===== config.mk =====
export PLATFORM = sky130hd
export DESIGN_NAME = imem_boot_arbiter
export DESIGN_NICKNAME = d
export VERILOG_FILES = /design/src/rtl/imem_boot_arbiter.sv
export SDC_FILE = /design/constraint.sdc
export NUM_CORES = 1
export LEC_CHECK = 0
export CAP_MARGIN = 20
export CORE_MARGIN = 5
export CORE_UTILIZATION = 40
export DETAILED_ROUTE_END_ITERATION = 6
export PLACE_DENSITY = 0.84
export SETUP_SLACK_MARGIN = 0.2
export SLEW_MARGIN = 5
export SYNTH_ARGS = -nofsm -noshare
export SYNTH_HDL_FRONTEND = slang
export SYNTH_SLANG_ARGS = --single-unit
export TNS_END_PERCENT = 50

===== constraint.sdc =====
create_clock -name clk -period 3.76 [get_ports clk]
set_clock_uncertainty 0.2 [all_clocks]
set_input_delay 0.752 -clock clk [delete_from_list [all_inputs] [get_ports clk]]
set_output_delay 0.752 -clock clk [all_outputs]
set_load 0.02 [all_outputs]

===== src/rtl/imem_boot_arbiter.sv =====
// Instruction-memory controller.
// After reset it boot-loads program words from the loader port while the core
// is held off. It then shares the single memory read port between core fetch
// and debug reads. A starvation guard stops a continuous fetch stream from
// locking out debug forever.
module imem_boot_arbiter #(
  parameter int ADDR_W     = 10,
  parameter bit BOOT_LOAD  = 1'b1,
  parameter int STARVE_MAX = 4
) (
  input  logic              clk,
  input  logic              rst,
  input  logic              ld_valid,
  input  logic [31:0]       ld_data,
  input  logic              ld_last,
  output logic              ld_ready,
  output logic              mem_we,
  output logic [ADDR_W-1:0] mem_addr,
  output logic [31:0]       mem_wdata,
  input  logic [31:0]       mem_rdata,
  input  logic              fetch_req,
  input  logic [31:0]       fetch_pc,
  output logic              fetch_valid,
  output logic [31:0]       fetch_instr,
  output logic              fetch_misalign,
  input  logic              dbg_req,
  input  logic [ADDR_W-1:0] dbg_addr,
  output logic              dbg_ack,
  output logic [31:0]       dbg_rdata,
  output logic              core_run,
  output logic [ADDR_W:0]   load_count,
  output logic              err_overflow
);

  // Sized so the counter can reach STARVE_MAX, and also works when STARVE_MAX is 0.
  localparam int CNT_W = $clog2(STARVE_MAX + 2);
  localparam logic [CNT_W-1:0]  STARVE_LIM = CNT_W'(STARVE_MAX);
  localparam logic [ADDR_W-1:0] LAST_ADDR  = '1;

  typedef enum logic {S_LOAD, S_RUN} state_t;

  state_t            state_q, state_d;
  logic [ADDR_W:0]   cnt_q, cnt_d;        // words written; low bits are the write pointer
  logic [CNT_W-1:0]  starve_q, starve_d;
  logic              err_q, err_d;
  logic              fv_q, fv_d;
  logic [31:0]       fi_q, fi_d;
  logic              fm_q, fm_d;
  logic              ack_q, ack_d;
  logic [31:0]       dr_q, dr_d;

  logic dbg_live;
  logic starve_hit;
  logic fetch_gnt;
  logic dbg_gnt;

  // The pc bits above the memory range are deliberately ignored, so the fetch address wraps.
  logic unused_pc_hi;
  assign unused_pc_hi = ^fetch_pc[31:ADDR_W+2];

  // State and response registers, all cleared by the synchronous reset.
  always_ff @(posedge clk) begin
    if (rst) begin
      state_q  <= BOOT_LOAD ? S_LOAD : S_RUN;
      cnt_q    <= '0;
      starve_q <= '0;
      err_q    <= 1'b0;
      fv_q     <= 1'b0;
      fi_q     <= '0;
      fm_q     <= 1'b0;
      ack_q    <= 1'b0;
      dr_q     <= '0;
    end else begin
      state_q  <= state_d;
      cnt_q    <= cnt_d;
      starve_q <= starve_d;
      err_q    <= err_d;
      fv_q     <= fv_d;
      fi_q     <= fi_d;
      fm_q     <= fm_d;
      ack_q    <= ack_d;
      dr_q     <= dr_d;
    end
  end

  // Next state, loader write path and read-port arbitration.
  always_comb begin
    state_d    = state_q;
    cnt_d      = cnt_q;
    err_d      = err_q;
    starve_d   = '0;
    fv_d       = 1'b0;
    fi_d       = fi_q;
    fm_d       = 1'b0;
    ack_d      = 1'b0;
    dr_d       = dr_q;
    ld_ready   = 1'b0;
    core_run   = 1'b0;
    mem_we     = 1'b0;
    mem_addr   = '0;
    mem_wdata  = ld_data;
    dbg_live   = 1'b0;
    starve_hit = 1'b0;
    fetch_gnt  = 1'b0;
    dbg_gnt    = 1'b0;

    if (state_q == S_LOAD) begin
      ld_ready = 1'b1;
      mem_addr = cnt_q[ADDR_W-1:0];
      if (ld_valid) begin
        // Suppress the write while reset is asserted, so a reset aborts the load cleanly.
        mem_we = !rst;
        cnt_d  = cnt_q + 1'b1;
        if (ld_last) begin
          state_d = S_RUN;
        end else if (cnt_q[ADDR_W-1:0] == LAST_ADDR) begin
          // The memory is full. Stop here rather than wrap and overwrite word 0.
          state_d = S_RUN;
          err_d   = 1'b1;
        end
      end
    end else begin
      core_run = 1'b1;
      // A request still held during its own ack cycle has already been served.
      dbg_live   = dbg_req && !ack_q;
      starve_hit = dbg_live && (starve_q == STARVE_LIM);
      fetch_gnt  = fetch_req && !starve_hit;
      dbg_gnt    = dbg_live && !fetch_gnt;
      if (fetch_gnt) begin
        mem_addr = fetch_pc[ADDR_W+1:2];
        fi_d     = mem_rdata;
      end else if (dbg_gnt) begin
        mem_addr = dbg_addr;
        dr_d     = mem_rdata;
      end
      if (dbg_live && !dbg_gnt) begin
        starve_d = starve_q + 1'b1;
      end
      fv_d  = fetch_gnt;
      fm_d  = fetch_gnt && (fetch_pc[1:0] != 2'b00);
      ack_d = dbg_gnt;
    end
  end

  assign fetch_valid    = fv_q;
  assign fetch_instr    = fi_q;
  assign fetch_misalign = fm_q;
  assign dbg_ack        = ack_q;
  assign dbg_rdata      = dr_q;
  assign load_count     = cnt_q;
  assign err_overflow   = err_q;

endmodule


==> metrics.txt <==
status completed; I/O pin cnt around 240; period utilization between 90% and 100%; Syn Area/Cell around 8.4 µm²; syn nets 559; Min-Delay Endpoint dbg_rdata[24]; initial core utilization between 40 and 50%; peak supply drop 0.000306 V; # rows 35; relative slew slack 40.4%; # hold bufs at CTS 0; met3 Track Usage GR under 10%; CTS sink cnt between 80 and 90; # diodes 0; H-tree depth 3; Worst setup SP type primary input; die area about 11,000 µm²; Syn. warnings 0; Post-Syn Instances approximately 440; RePlAce Congestion 0.781; pwr dens ~360 nW/µm²; FFs w/ async S/R, synth 0%; register cell area after layout 1660 µm²; sequential element share of the synthesized area roughly 45%; met2 global-route usage a little over a third; Chip Height around 110 µm; CP Class primary input to output port; worst hold path depth 2; delay of the slowest critical-path stage between 500 and 600 ps; final hold violation count 0; RSZ-0062 raised after global routing true; final wirelength between 10,000 and 15,000 µm; Port Buffers around 150; CTS Buffer Depth 2; maxcap violations 0; RR Endpoint starve_q[2]; Primary FF master, synth dfxtp_1; CP Max Fanout 9; EDFF count, synth 0; reg2reg path depth 4; most common cell after layout, fill and taps aside clkdlybuf4s50_1; crit-path cells clkdlybuf4s50_1 -> nand4b_1 -> buf_4 -> and3_1 -> a221o_1 -> clkdlybuf4s50_1; Clock Latency Late Sink around 340 ps; most frequent cells in the layout clkdlybuf4s50_1, dfxtp_1, a21oi_1; Root Buffer Master clkbuf_8; f_max approximately 280 MHz; top cell family by delay on the critical path buffers and inverters; wire length of the first global-routing pass approximately 19,000 µm; Hold WC Path Type register to register; worst r2r src state_q; antenna viol nets, final 0; HP Start dbg_rdata[24]; share of post-route cells with drive strength above 1 under 10%; Critical Path AT between 2000 and 3000 ps; Setup-failing EPs final 0; crit path buf inv count 3; Syn Std Cell Area roughly 3700 µm²; wire length per cell ~18 µm; R2R Setup Slk approximately 1600 ps; gr busiest metal met2; fill count 799; vias in the first global route between 3k and 4k; most used cell, CP clkdlybuf4s50_1; Crit-path slowest cell clkdlybuf4s50_1; pins over their slew limit 0; Tot GR Track Use 20.8%; Detail Placement HPWL between 7000 and 8000 µm; initial DRC count 165; Seq cells post-synth 83; width of the die 106 µm; leak pwr 1.89 nW; Layout area overhead 41.9%; grt met1 use between 20% and 30%; Req. time, crit path around 2800 ps; DR pass1 iterations 7; DRC violations left 0; CORE AREA 9150 µm²; Via density between 5 and 6; worst hold slack ~270 ps; Placed Instance Area about 5000 µm²; CP Capture Type output port; CTS Buf Count 9; via count about 3.8k; Clk pin slew, worst setup/hold paths approximately 80 ps; Final #Nets 660; Yosys cell types between 40 and 50; slew at the pin closest to its max-slew limit roughly 900 ps; area of the multi-input gates about 1600 µm²; total grt overflow 0; post-layout min period 3520 ps; antenna violations before repair 0; CTS tree built; pin count of the biggest net entering global routing 87; final setup TNS 0 ps; Final Instance Area ~5300 µm²
-- report_power, final --
part | total, mW | leakage, nW | switching (mW) | internal, mW
Combinational | 0.263 | 1.10 | 0.134 | 0.128
Clock | 0.731 | 0.117 | 0.343 | 0.387
Sequential | 0.915 | 0.672 | 0.0161 | 0.899
-- stage by stage --
step	cells	util, %	power (mW)	setup slack [ps]
2_1_floorplan	444	-	1.10	1170
3_3_place_gp	644	54.7	1.19	31.6
3_5_place_dp	644	54.7	1.20	8.64
4_1_cts	661	57.4	1.93	235
5_1_grt	661	57.5	2.00	153
6_report	661	57.5	1.91	235
-- logic make-up (layout without fill, tap and decap cells) --
family,after synthesis,count (layout),synth area share [%]
XOR/XNOR,3,3,0.708
AO/OA/AOI/OAI,154,154,22.9
multiplexers,3,3,0.877
flip-flops,83,83,44.8
AND/OR/NAND/NOR,121,121,17.9
buffers and inverters,77,183,11.8
adder cells (fa/ha/maj),3,3,1.01
-- worst min-delay path, cell delays in order, from the launching register on --
cell,delay (ps)
dfxtp_1,310
o21ai_0,60
a21oi_1,60
-- sequential cells by signal, summed over array words and instances, names as in the netlist --
signal          cells
dbg_rdata          32
fetch_instr        32
load_count         11
starve_q            3
dbg_ack             1
err_overflow        1
fetch_misalign      1
fetch_valid         1
state_q             1
-- area by class of cell --
class,instances,area share [%]
Sequential cell,83,31.6
Timing Repair Buffer,160,30.1
Clock inverter,7,2.02
Inverter,7,0.499
Tap cell,111,2.64
Multi-Input combinational cell,284,30.8
Clock buffer,9,2.35
-- cells in the mapped netlist, types with 2 or more instances --
| cell type | count | area [µm²] |
|---|---|---|
| buf_2 | 10 | 50.1 |
| o31ai_1 | 4 | 30.0 |
| nand2_1 | 6 | 22.5 |
| o21ai_0 | 57 | 285 |
| nor2_1 | 15 | 56.3 |
| buf_1 | 4 | 15.0 |
| a221o_1 | 10 | 100 |
| buf_6 | 2 | 22.5 |
| mux2_1 | 2 | 22.5 |
| nor4_1 | 4 | 25.0 |
| nand3_1 | 66 | 330 |
| or4_1 | 4 | 30.0 |
| xnor2_1 | 2 | 17.5 |
| or3_1 | 2 | 12.5 |
| a21oi_1 | 70 | 350 |
| inv_1 | 6 | 22.5 |
| and3_1 | 8 | 50.1 |
| nor2b_1 | 2 | 12.5 |
| ha_1 | 3 | 37.5 |
| dfxtp_1 | 83 | 1660 |
| buf_4 | 32 | 240 |
| nor3_1 | 3 | 15.0 |
| nand3b_1 | 2 | 15.0 |
| o21ai_1 | 9 | 45.0 |
| clkbuf_1 | 22 | 82.6 |
-- worst max-delay path by stage --
stage | from | slack [ps] | cells after the start | endpoint
CTS | dbg_req | 240 | 6 | mem_addr[8]
floorplan | fetch_req | 1170 | 3 | mem_addr[2]
global route | dbg_req | 150 | 5 | mem_addr[4]
finish | dbg_req | 240 | 6 | mem_addr[5]
global placement | dbg_req | 30 | 5 | mem_addr[8]
detailed placement | dbg_req | 9 | 5 | mem_addr[8]
-- layer usage --
layer	part of all wire, %	vias up	routed length [µm]
met4	1.5	0	174
li1	-	1776	-
met1	39	1790	4670
met3	9.5	22	1140
met5	0	-	0
met2	50	183	6000
-- timing repair --
item / in CTS / in global routing
endpoints found under the hold margin: 0 / 0
setup endpoints to repair: 10 / 10
gates resized for setup: 2 / 5
setup buffers: 1 / 0
pin swaps: 1 / 0
cloned: 0 / 0
No activity file was read; power rests on OpenSTA's default activity.
